## config.mk

```make
export PLATFORM = sky130hd
export DESIGN_NAME = mcp2515_spi_master
export DESIGN_NICKNAME = d
export VERILOG_FILES = /design/src/rtl/mcp2515_spi_master.sv
export SDC_FILE = /design/constraint.sdc
export NUM_CORES = 1
export LEC_CHECK = 0
export ABC_AREA = 1
export CORE_AREA = 5 5 103 95
export CTS_BUF_LIST = sky130_fd_sc_hd__clkbuf_16
export DETAILED_ROUTE_END_ITERATION = 8
export DIE_AREA = 0 0 108 100
export PLACE_DENSITY = 0.47
export SYNTH_ARGS = -nofsm -noshare
export SYNTH_HDL_FRONTEND = slang
export SYNTH_SLANG_ARGS = --single-unit
export TNS_END_PERCENT = 1
```

## constraint.sdc

```tcl
create_clock -name clk50 -period 3.85 [get_ports clk50]
set_input_delay 0.77 -clock clk50 [delete_from_list [all_inputs] [get_ports clk50]]
set_output_delay 0.77 -clock clk50 [all_outputs]
set_load 0.005 [all_outputs]
```

## src/rtl/mcp2515_spi_master.sv

```systemverilog
// Byte-stream SPI master (mode 1,1, MSB first) that frames one CS-low transaction
// of 1..31 bytes to an MCP2515, pulling tx bytes from a show-ahead source.
`timescale 1ns/1ps
module mcp2515_spi_master #(
  parameter int HALF_DIV = 200,
  parameter int CS_SETUP = 100,
  parameter int CS_IDLE  = 500
) (
  input  logic       clk50,
  input  logic       rst_n,
  input  logic       start,
  input  logic [4:0] len,
  input  logic [7:0] tx_data,
  output logic       tx_ld,
  output logic [7:0] rx_data,
  output logic       rx_valid,
  output logic       busy,
  output logic       done,
  output logic       cs,
  output logic       sck,
  output logic       si,
  input  logic       so,
  output logic [2:0] dbg_state
);

  // Handshake: start is taken only in a cycle where busy=0 and len!=0; tx_ld marks
  // the cycle tx_data is consumed (next byte must show the cycle after); rx_valid
  // qualifies rx_data for exactly one cycle per byte; done marks the cycle cs rises.

  localparam int SPAN_A = (CS_SETUP > 2 * HALF_DIV) ? CS_SETUP : 2 * HALF_DIV;
  localparam int SPAN   = (SPAN_A > CS_IDLE) ? SPAN_A : CS_IDLE;
  localparam int CW     = $clog2(SPAN + 1);

  localparam logic [CW-1:0] SETUP_LAST = CW'(CS_SETUP - 1);
  localparam logic [CW-1:0] RISE_AT    = CW'(HALF_DIV - 1);
  localparam logic [CW-1:0] BIT_LAST   = CW'(2 * HALF_DIV - 1);
  localparam logic [CW-1:0] HOLD_LAST  = CW'(HALF_DIV - 1);
  localparam logic [CW-1:0] GAP_LAST   = CW'(CS_IDLE - 1);

  typedef enum logic [2:0] {
    S_IDLE  = 3'd0,
    S_SETUP = 3'd1,
    S_SHIFT = 3'd2,
    S_HOLD  = 3'd3,
    S_GAP   = 3'd4
  } state_t;

  state_t        r_state;
  state_t        w_state_nxt;
  logic [CW-1:0] r_cnt;
  logic [2:0]    r_bit;
  logic [4:0]    r_bytes;
  logic          r_more;
  logic [7:0]    r_shift;
  logic [7:0]    r_rx;
  logic [7:0]    r_rx_data;
  logic          r_rx_valid;
  logic          r_busy;
  logic          r_done;
  logic          r_cs;
  logic          r_sck;
  logic          r_si;

  logic w_accept;
  logic w_fall;
  logic w_rise;
  logic w_byte_end;
  logic w_load;

  always_comb begin
    w_state_nxt = r_state;
    w_accept    = 1'b0;
    w_fall      = 1'b0;
    w_rise      = 1'b0;
    w_byte_end  = 1'b0;
    w_load      = 1'b0;
    case (r_state)
      S_IDLE: begin
        if (start && (len != 5'd0)) begin
          w_accept    = 1'b1;
          w_state_nxt = S_SETUP;
        end
      end
      S_SETUP: begin
        if (r_cnt == SETUP_LAST) begin
          w_fall      = 1'b1;
          w_state_nxt = S_SHIFT;
        end
      end
      S_SHIFT: begin
        if (r_cnt == RISE_AT) begin
          w_rise     = 1'b1;
          w_byte_end = (r_bit == 3'd7);
          w_load     = (r_bit == 3'd7) && (r_bytes != 5'd0);
        end
        // r_more was captured at this byte's last rise: it says whether a next byte follows
        if (r_cnt == BIT_LAST) begin
          if ((r_bit == 3'd7) && !r_more) w_state_nxt = S_HOLD;
          else                            w_fall      = 1'b1;
        end
      end
      S_HOLD: begin
        if (r_cnt == HOLD_LAST) w_state_nxt = S_GAP;
      end
      S_GAP: begin
        if (r_cnt == GAP_LAST) w_state_nxt = S_IDLE;
      end
      default: w_state_nxt = S_IDLE;
    endcase
  end

  always_ff @(posedge clk50) begin
    if (!rst_n) r_state <= S_IDLE;
    else        r_state <= w_state_nxt;
  end

  always_ff @(posedge clk50) begin
    if (!rst_n) begin
      r_cnt      <= '0;
      r_bit      <= 3'd0;
      r_bytes    <= 5'd0;
      r_more     <= 1'b0;
      r_shift    <= 8'h00;
      r_rx       <= 8'h00;
      r_rx_data  <= 8'h00;
      r_rx_valid <= 1'b0;
      r_busy     <= 1'b0;
      r_done     <= 1'b0;
      r_cs       <= 1'b1;
      r_sck      <= 1'b1;
      r_si       <= 1'b0;
    end else begin
      r_rx_valid <= 1'b0;
      r_done     <= 1'b0;

      if ((r_state == S_IDLE) || (r_state != w_state_nxt) || w_fall) r_cnt <= '0;
      else                                                           r_cnt <= r_cnt + 1'b1;

      if (w_accept) begin
        r_shift <= tx_data;
        r_bytes <= len - 5'd1;
        r_bit   <= 3'd0;
        r_cs    <= 1'b0;
        r_busy  <= 1'b1;
      end

      if (w_fall) begin
        r_sck   <= 1'b0;
        r_si    <= r_shift[7];
        r_shift <= {r_shift[6:0], 1'b0};
      end

      if (w_rise) begin
        r_sck <= 1'b1;
        r_rx  <= {r_rx[6:0], so};
      end

      if (w_byte_end) begin
        r_rx_data  <= {r_rx[6:0], so};
        r_rx_valid <= 1'b1;
        r_more     <= (r_bytes != 5'd0);
      end

      if (w_load) begin
        r_shift <= tx_data;
        r_bytes <= r_bytes - 5'd1;
      end

      if ((r_state == S_SHIFT) && (r_cnt == BIT_LAST)) r_bit <= r_bit + 3'd1;

      if ((r_state == S_SHIFT) && (w_state_nxt == S_HOLD)) r_si <= 1'b0;

      if ((r_state == S_HOLD) && (w_state_nxt == S_GAP)) begin
        r_cs   <= 1'b1;
        r_done <= 1'b1;
      end

      if ((r_state == S_GAP) && (w_state_nxt == S_IDLE)) r_busy <= 1'b0;
    end
  end

  assign tx_ld     = rst_n && (w_accept || w_load);
  assign rx_data   = r_rx_data;
  assign rx_valid  = r_rx_valid;
  assign busy      = r_busy;
  assign done      = r_done;
  assign cs        = r_cs;
  assign sck       = r_sck;
  assign si        = r_si;
  assign dbg_state = r_state;

endmodule
```

* After elaboration in Yosys (flattened, before gate mapping)
Index checks and enable logic that the tools add are counted.
** Word-level totals
- Bits in registers :: 50
- Output and inout bits :: 18
** Cells by class
- $add $sub $neg :: 4
- Equal/unequal tests :: 12
- Multiplexer cells :: 28
- Bitwise logic cells :: 1
- Reduce and logical (&&, ||, !) cells :: 24
** Operators with widths (number)
- 3-bit 2-to-1 mux :: 8
- 8-bit 2-to-1 mux :: 3
- 9-bit == test, second input constant :: 2
- 3-bit case mux with 5 select lines :: 1
- 1-bit 2-to-1 mux :: 13
- 5-bit 2-to-1 mux :: 2
- 5-bit nonzero test :: 2
- 2-bit OR reduction :: 5
- 5-bit by 1-bit subtractor with 5-bit output, second input constant :: 2
- 9-bit by 1-bit adder with 9-bit output, second input constant :: 1
- 3-bit by 2-bit == test with 1-bit output, second input constant :: 3
- 3-bit == test, second input constant :: 3
- 9-bit by 7-bit == test with 1-bit output, second input constant :: 1
- 9-bit by 8-bit == test with 1-bit output, second input constant :: 1
- 1-bit logical AND :: 8
- 3-bit zero test :: 2
- 2-bit nonzero test :: 2
- 3-bit by 1-bit adder with 3-bit output, second input constant :: 1
- 3-bit by 1-bit == test with 1-bit output, second input constant :: 1
- 1-bit logical OR :: 3
- 3-bit != test :: 1
- 3-bit nonzero test :: 1
- 1-bit case mux with 2 select lines :: 1
- 1-bit zero test :: 1
- 1-bit NOT :: 1

* Logic depth before layout (Yosys ltp)
Gate-level depths: netlist (run 1).
- Depth in word-level cells :: 9
- Mapped depth :: 16
- Depth with buffers taken out :: 16

* Worst setup path after synthesis (run 1)
Ideal clock, no wire load.
- Kind :: input to output
- Start point :: input len[3]
- End point :: output tx_ld
- Arrival time :: 1.350 ns
- Slack :: 1.730 ns
- Stages on the path :: 6
- Buffers on the path :: 0
- Path through :: nor3_1 > nand3_1 > nand3_1 > nand2_2 > inv_1 > nor2_1
** Between the ends
- Cells in the longest elaborated chain, start to end :: 6
** Ends and longest elaborated chain
- start: declaration :: line 12 : input logic [4:0] len,
- 5-bit nonzero test :: line 79 : if (start && (len != 5'd0)) begin
- 1-bit logical AND :: line 79
- 1-bit 2-to-1 mux :: line 79
- 1-bit 2-to-1 mux :: line 77 : case (r_state)
- 1-bit logical OR :: line 182 : assign tx_ld = rst_n && (w_accept || w_load);
- 1-bit logical AND :: line 182
- end: declaration :: line 14 : output logic tx_ld,
Every way passes these cells.

* Worst setup path in the final report (run 1)
Ends and elaborated chain as after synthesis.

==> run summary, run 1 <==
The sequential element share of the synthesized area is 0.400. By startpoint and endpoint, the worst setup path is classified as in -> out. After detailed routing, the total wire length is 5.90 mm.

The depth of the worst register-to-register path was 15. After filler insertion, the fill cell instance count of the layout stands at 930. Initial cell density of the core: 0.295. Setup slack closes at 578 ps.

After floorplanning, the core was sized to cover 8490 um2. The utilization of the core after routing is 0.367, and the number of nets with antenna violations after detailed routing is 0. The total global routing track utilization is 0.117.

The H-tree was split into 2 levels. The insertion delay of the later-clocked pin in the worst-skew pair is 290 ps. STA classifies the critical path endpoint as a primary output.

The TritonCTS sink count came out at 50. The source of the worst register-to-register timing path is r_cnt[0]. The logs give 10.1 mm for the first-pass GRT wire length and 0 for the number of hold-slack violations in the final timing report. For this run, the top clock speed supported by timing is 0.306 GHz. The final clock period utilization by the worst path is 0.850, and the total buffers and inverters traversed by the critical path is 3. The fraction of final layout cells with drive strength greater than 1 came out at 0.137.

Setup violations remaining at the end of the flow were counted as 0. The slowest stage of the critical path belongs to the cell sky130_fd_sc_hd__clkdlybuf4s50_1. The number of buffers inserted for hold repair after clock tree synthesis came out at 0. The tools report the max-slew headroom at the worst pin as 0.717.

The first routing iteration left 71 violations. The path with the worst hold slack has its endpoint at rx_data[7]. Setup repair after global routing left no endpoint under its margin. The signal on the critical path passes through clkdlybuf4s50_1, nor3_1, nand3_1, nand3_1, nand2_2, inv_1, nor2_1, clkdlybuf4s50_1.

Counting the buffers created by CTS gives 5. For this run, the detailed router's first-pass iteration total came to 4. The area growth from synthesis to layout is 24.5%. For the clock skew, the log shows 6.27 ps. Max-cap violations in this run came to 0. The run finished with clean final reports. For the distinct cell type count of the synthesized netlist, the log shows 32. The worst min-delay path category is reg -> reg. After global routing the overflow that remains totals 0. The detailed router placed 2123 vias in this run. Number of register bits inferred by synthesis: 50.

The tools report the total power of the final layout as 0.00109 W. Before CTS, the worst setup slack after placement is 537 ps. Startpoint of the most critical hold path: r_rx[6]. The number of resized instances in the post-cts repair step came out at 0. The post-synthesis net count came out at 364. In this run the deepest clock path goes through 2 buffers. For the pin with the worst max-slew slack, the measured transition is 422 ps.

Setup total negative slack on the finished layout was measured at 0 ps. The tools report the required time of the critical path as 3080 ps. The root buffer cell is sky130_fd_sc_hd__clkbuf_16.

Entering global routing, the biggest net connects 31 pins. After detailed routing, the number of vias per cell comes to 4.26. For the count of pins over their slew limit, the log shows 0. The largest single stage delay on the critical path is 440 ps.

Measured along the x axis, the die boundary spans 108 um. For the worst setup path, the data arrival time is 2500 ps. After synthesis, the mean cell area works out to 7.29 um2.

Along the worst path, the maximum fanout reaches 12. Detailed placement ended at an HPWL of 4.34 mm. The run gives 2131 as the via count of the first global-routing pass. Clock-pin slew was measured on the worst setup and hold paths at 70 ps. Number of cells traversed by the worst hold path: 2. Dividing the detail-routed wire length by the instance count gives 11.9 um. The number of antenna violations at the first check in global routing came out at 0.

Across the VDD grid, the largest voltage drop is 0.161 mV. The die is 100 um tall. The launch point of the worst path was len[3]. For this run, design rule violations remaining after detail routing come to 0. Dividing total power by cell area gives a power density of 351 nW/um2. The clock period minus final worst setup slack is 3270 ps. The cell family with the largest share of critical-path delay was buffers and inverters.

The number of buffers added on ports is 34. At the end of routability-driven placement, the weighted congestion stood at 0.852. Row generation in the floorplan step produced 32 rows. The floorplan step defined a die boundary enclosing 10800 um2. The number of post-CTS setup repair buffers was 0. The Yosys step of the flow raised 0 warnings.

Reg-to-reg critical path endpoint: r_bytes[4]. The cell area that synthesis handed to floorplanning was 2500 um2. The setup check on the worst reg-to-reg path leaves a slack of 1300 ps. Summed over all cells, the static leakage comes to 1.27 nW.

For the final antenna diode count, the log shows 0. The tools report the critical path startpoint category as an input pin. TritonCTS built the clock tree. The tools report the post-synthesis instance total as 343. At the end of the flow, the number of nets in the layout was 399. In this run the count of I/O pins placed on the die edge is 35.
==> per-stage QoR <==
step,cells,cell area [um2],hold WS [ps]
6_report,498,3110,455
5_1_grt,498,3110,479
4_1_cts,498,3110,458
3_5_place_dp,490,2960,447
3_3_place_gp,490,2960,441
2_1_floorplan,343,2500,428
==> worst reg2reg max path: stages, from the launching register on <==
cell                      delay [ps]
sky130_fd_sc_hd__dfxtp_1         360
sky130_fd_sc_hd__ha_1            220
sky130_fd_sc_hd__nand2_2         100
sky130_fd_sc_hd__nor2_4          130
sky130_fd_sc_hd__nand3_2         340
sky130_fd_sc_hd__nor2_4          360
sky130_fd_sc_hd__nand3_1         140
sky130_fd_sc_hd__nand2_1         130
sky130_fd_sc_hd__ha_1            180
sky130_fd_sc_hd__inv_1            50
sky130_fd_sc_hd__nor2_2          150
sky130_fd_sc_hd__nand2_1          70
sky130_fd_sc_hd__nand2_1          60
sky130_fd_sc_hd__nand3_1          60
sky130_fd_sc_hd__nand2_1          70
sky130_fd_sc_hd__inv_1            30
==> cells in the final DEF (no fill, tap or decap), types with 2 or more instances in the layout <==
cell,synthesis,final
sky130_fd_sc_hd__nand4_1,2,2
sky130_fd_sc_hd__o21ai_1,8,8
sky130_fd_sc_hd__inv_2,8,8
sky130_fd_sc_hd__nor3_1,10,10
sky130_fd_sc_hd__nor2_2,10,10
sky130_fd_sc_hd__nor2_4,6,6
sky130_fd_sc_hd__nand2_1,54,54
sky130_fd_sc_hd__clkdlybuf4s50_1,0,34
sky130_fd_sc_hd__inv_1,44,44
sky130_fd_sc_hd__buf_4,1,2
sky130_fd_sc_hd__nor2_1,35,35
sky130_fd_sc_hd__clkbuf_16,0,5
sky130_fd_sc_hd__nand3_4,2,2
sky130_fd_sc_hd__nand3_1,23,23
sky130_fd_sc_hd__xor2_1,6,6
sky130_fd_sc_hd__ha_1,4,4
sky130_fd_sc_hd__dfxtp_1,50,50
sky130_fd_sc_hd__or2_2,4,4
sky130_fd_sc_hd__nand2_2,5,5
sky130_fd_sc_hd__nand2_4,2,2
sky130_fd_sc_hd__a21oi_1,25,25
sky130_fd_sc_hd__nand3_2,2,2
sky130_fd_sc_hd__o21ai_0,26,26
==> power by group <==
| group | switching (W) | internal, W | leakage, nW | total [W] |
|---|---|---|---|---|
| sequential | 0.0000109 | 0.000533 | 0.407 | 0.000544 |
| combinational | 0.0000576 | 0.0000463 | 0.793 | 0.000104 |
| clock | 0.000202 | 0.000244 | 0.0704 | 0.000447 |
==> worst max-delay path by stage <==
stage	cells after the start	end	slack, ps
after floorplan	6	tx_ld	1730
after global placement	8	tx_ld	590
after detailed placement	8	tx_ld	540
after CTS	8	tx_ld	540
after global routing	8	tx_ld	400
final	8	tx_ld	580
==> cell usage after synthesis <==
| master | number | share of area |
|---|---|---|
| sky130_fd_sc_hd__nand3_1 | 23 | 0.046 |
| sky130_fd_sc_hd__nor2_2 | 10 | 0.025 |
| sky130_fd_sc_hd__ha_1 | 4 | 0.020 |
| sky130_fd_sc_hd__nand3b_1 | 1 | 0.0030 |
| sky130_fd_sc_hd__a211oi_1 | 1 | 0.0030 |
| sky130_fd_sc_hd__buf_4 | 1 | 0.0030 |
| sky130_fd_sc_hd__nand3b_4 | 1 | 0.0080 |
| sky130_fd_sc_hd__inv_4 | 1 | 0.0025 |
| sky130_fd_sc_hd__nand2_2 | 5 | 0.013 |
| sky130_fd_sc_hd__dfxtp_1 | 50 | 0.40 |
| sky130_fd_sc_hd__inv_2 | 8 | 0.012 |
| sky130_fd_sc_hd__nor2_4 | 6 | 0.027 |
| sky130_fd_sc_hd__nand2_1 | 54 | 0.081 |
| sky130_fd_sc_hd__or2_2 | 4 | 0.010 |
| sky130_fd_sc_hd__nor2_1 | 35 | 0.053 |
| sky130_fd_sc_hd__nand2_4 | 2 | 0.0090 |
| sky130_fd_sc_hd__nand3_2 | 2 | 0.0080 |
| sky130_fd_sc_hd__clkbuf_1 | 6 | 0.0090 |
| sky130_fd_sc_hd__o211ai_1 | 1 | 0.0030 |
| sky130_fd_sc_hd__nand4_4 | 1 | 0.0085 |
| sky130_fd_sc_hd__o21ai_1 | 8 | 0.016 |
| sky130_fd_sc_hd__a22oi_1 | 1 | 0.0030 |
| sky130_fd_sc_hd__xor2_1 | 6 | 0.021 |
| sky130_fd_sc_hd__a31oi_1 | 1 | 0.0025 |
| sky130_fd_sc_hd__buf_6 | 1 | 0.0045 |
| sky130_fd_sc_hd__nand4_1 | 2 | 0.0050 |
| sky130_fd_sc_hd__nor3_1 | 10 | 0.020 |
| sky130_fd_sc_hd__a21oi_1 | 25 | 0.050 |
| sky130_fd_sc_hd__o21ai_0 | 26 | 0.052 |
| sky130_fd_sc_hd__inv_1 | 44 | 0.066 |
| sky130_fd_sc_hd__or2_1 | 1 | 0.0025 |
| sky130_fd_sc_hd__nand3_4 | 2 | 0.014 |
==> sequential cells by signal (all words and copies together) (netlist names), 3 cells and up <==
name       count
r_shift        8
r_bytes        5
rx_data        8
r_rx           7
r_cnt          9
r_bit          3
dbg_state      3
==> cell families after synthesis <==
kind of cell | Yosys count | share of synthesized area
AND/OR/NAND/NOR | 159 | 0.332
flip-flops | 50 | 0.400
buffers and inverters | 61 | 0.0971
XOR/XNOR | 6 | 0.0210
AO/OA/AOI/OAI | 63 | 0.130
adder cells (fa/ha/maj) | 4 | 0.0200
==> area by class of cell <==
cell class                 instances  area (um2)  area share
timing repair buffer              36         355       0.114
inverter                          53         201      0.0647
sequential                        50        1000       0.321
clock buffer                       5         125      0.0402
tap                              119         149      0.0478
multi-input combinational        232        1260       0.404
clock inverter                     3        25.0     0.00804
==> layer usage <==
| layer | up-vias | track usage | wire length, um |
|---|---|---|---|
| li1 | 1168 | - | - |
| met1 | 908 | 0.164 | 3110 |
| met2 | 39 | 0.168 | 2340 |
| met3 | 8 | 0.0386 | 371 |
| met4 | 0 | 0.0350 | 76 |
| met5 | - | 0 | 0 |
No activity file was read; power rests on OpenSTA's default activity.
==> run 2, diff against run 1 <==
clock period = 3.4 ns   (was 3.85 ns; I/O delays follow)
==> run 2 against run 1 <==
  * Sequential share of layout area down 0.31 points
  * Setup slack worse by 120 ps
  * Clock power up 31%
==> run summary, run 2 (synthesis results as in run 1) <==
The via count of the first global-routing pass is 2126 (-0.23%). Setup repair after global routing left no endpoint under its margin. For the number of resized instances in the post-cts repair step, the log shows 0 (unchanged).

The overall die area was 10800 um2 (unchanged); the total number of H-tree levels was 2 (unchanged). The post-detailed-route DRC marker count was 0 (unchanged); the measured slew at the worst slew-check pin was 490 ps (+69.0 ps). The last weighted congestion value of the routability-driven placer is 0.849 (-0.36%). The flip-flop count of the largest register after layout was 9 (unchanged). The maximum vdd drop was 0.195 mV (+22%); the max-cap violation count was 0 (unchanged).

Average vias per placed instance: 4.31 (+1.0%). The final instance area came out at 3140 um2 (+0.96%). Chip width: 108 um (unchanged). The switching power of the nets is 0.000313 W (+16%), and the number of hold-slack violations in the final timing report is 0 (unchanged). Via total after detailed routing: 2149 (+1.2%). r_cnt holds more flip-flops than any other register. Die outline height: 100 um (unchanged).

Traced cell by cell, the critical path runs through clkdlybuf4s50_1, inv_1, nand3_1, nand3_1, nand2_2, inv_1, nor2_1, clkdlybuf4s50_1. The clock skew came out at 9.72 ps (+3.44 ps). The clock transition at the registers of the reported paths is 70 ps (about the same), and the clock period minus final worst setup slack is 2940 ps. The category of the critical setup timing path is in -> out. The logs give 0.466 (-0.031) for the portion of total power attributed to sequential cells and 0.670 (-0.0463) for the max-slew headroom at the worst pin. The worst hold slack after final layout came out at 455 ps (+0.792 ps). The area overhead of the layout relative to synthesis was 25.7%. The highest-delay cell along the critical path was sky130_fd_sc_hd__clkdlybuf4s50_1.

For the total leakage power, the log shows 1.29 nW (+1.5%). The logs give 10.3 mm (+1.4%) for the first-pass GRT wire length and 0 (unchanged) for the number of nets with antenna violations after detailed routing. For the total global routing track utilization, the log shows 0.118 (+0.00190). The power density normalized to cell area is 420 nW/um2 (+20%), and the total core area is 8490 um2 (unchanged).

The count of pins over their slew limit is 0 (unchanged). The data arrival time at the worst-slack endpoint is 2260 ps (-240 ps). The tools report the total power of the final layout as 0.00132 W (+21%). The final antenna diode count is 0 (unchanged).

For the total internal power, the log shows 0.00101 W (+22%). For the share of power burned in the clock network, the log shows 0.444 (+0.036). TritonCTS built the clock tree. The largest net degree at the start of global routing is 31 (unchanged). The endpoint kind of the worst setup timing path was a primary output. Fraction of final layout cells with drive strength greater than 1: 0.139 (+0.00227). For the number of antenna violations at the first check in global routing, the log shows 0 (unchanged). For the count of non-filler cells in the finished layout, the log shows 499 (+0.20%). The routed wire length came out at 5.92 mm (+0.32%).

The flow ran to the end, and the final reports show no timing, DRC or antenna violations. The worst min-delay path category was reg -> reg. For the number of design-rule violations left by the first detailed-router iteration, the log shows 70 (-1.4%). The number of buffers inserted for hold repair after clock tree synthesis is 0 (unchanged), and the per-cell routed wire length is 11.9 um (+0.12%). The area taken by multi-input logic gates was 1260 um2 (unchanged). The final clock period utilization by the worst path is 0.864. The tools report the final-layout fill cell count as 956 (+2.8%). The number of failing setup endpoints in the final timing report was 0 (unchanged); the number of placed instances with taps included was 491 (+0.20%). For the area taken by flip-flops and latches, the log shows 1000 um2 (unchanged).

The total buffers and inverters traversed by the critical path is 4 (+1). The maximum number of buffers from clock root to sink is 2 (unchanged). The tools report the total number of placement rows as 32 (unchanged). The count of TritonRoute iterations in the first routing pass is 4 (unchanged), and the half-perimeter wire length after placement is 4.36 mm (+0.57%). The number of post-CTS setup repair buffers came out at 0 (unchanged). Final layout net count: 400 (+0.25%). The fmax is 0.340 GHz, and the maximum cell stage delay along the critical path is 520 ps (+80 ps). The top cell types in the final layout, fill and taps aside, are sky130_fd_sc_hd__nand2_1 (54), sky130_fd_sc_hd__dfxtp_1 (50), sky130_fd_sc_hd__inv_1 (44), sky130_fd_sc_hd__nor2_1 (35), sky130_fd_sc_hd__clkdlybuf4s50_1 (34). The cell family with the largest share of critical-path delay was buffers and inverters. The tools report the post-route setup TNS as 0 ps (unchanged). The worst setup path is launched from an input pin. The root buffer cell is sky130_fd_sc_hd__clkbuf_16. The combinational share of power is 0.090 (-0.005). The run gives 0.295 (unchanged) as the initial cell density of the core.

TritonCTS sink count: 50 (unchanged). The required time of the critical path is 2720 ps (-360 ps), and the aggregate global routing overflow is 0 (unchanged). The run gives 35 (unchanged) as the total I/O pin count. The switching fraction of total power is 0.237 (-0.0104).

Number of buffers added on ports: 34 (unchanged). The number of buffers inserted during clock tree synthesis is 5 (unchanged). The worst-path maximum fanout was 4 (-8); the insertion delay of the later-clocked pin in the worst-skew pair was 300 ps (about the same).

The cell area after placement was 2970 um2 (+0.25%). The library cell used most frequently in the layout, excluding fill and tap cells, is sky130_fd_sc_hd__nand2_1.
run 2: cell types whose count changed in the layout (fill, tap and decap cells not counted):
cell / delta
sky130_fd_sc_hd__buf_4: +1
sky130_fd_sc_hd__bufinv_16: +1
sky130_fd_sc_hd__clkinvlp_4: -1
run 2: worst min-delay path, stage by stage (launching register included):
cell                      delay, ps
sky130_fd_sc_hd__dfxtp_1        300
sky130_fd_sc_hd__inv_1           60
sky130_fd_sc_hd__a21oi_1         50
run 2: layer usage:
| layer | GRT usage | wire [um] | vias up |
|---|---|---|---|
| met2 | 0.167 | 2310 | 39 |
| met5 | 0 | 0 | - |
| met3 | 0.0399 | 374 | 7 |
| met4 | 0.0408 | 94 | 0 |
| li1 | - | - | 1176 |
| met1 | 0.168 | 3150 | 927 |
run 2: worst paths after layout:
kind / from / endpoint / slack [ps] / cells past startpoint
max: len[1] / tx_ld / 460 / 8
min: r_rx[6] / rx_data[7] / 460 / 2
max reg2reg: r_cnt[0] / r_bytes[4] / 850 / 15
min reg2reg: r_rx[6] / rx_data[7] / 460 / 2
run 2: cell type report:
cell class / instances / share of cell area
Timing Repair Buffer: 37 / 0.115
Clock buffer: 5 / 0.0398
Multi-Input combinational cell: 232 / 0.400
Sequential cell: 50 / 0.318
Tap cell: 119 / 0.0474
Clock inverter: 3 / 0.0151
Inverter: 53 / 0.0641
run 2: power groups by stage:
stage	Sequential [W]	Clock (W)	Combinational, W
after global routing	0.000619	0.000630	0.000137
after CTS	0.000616	0.000607	0.000121
after detailed placement	0.000629	0	0.000120
after global placement	0.000630	0	0.000121
after floorplan	0.000626	0	0.0000772
final	0.000616	0.000587	0.000120
run 2: stage by stage:
step | util | setup slack [ps]
after floorplan | - | 1420
after global placement | 0.350 | 465
after detailed placement | 0.350 | 417
after CTS | 0.370 | 416
after global routing | 0.370 | 324
final | 0.370 | 462
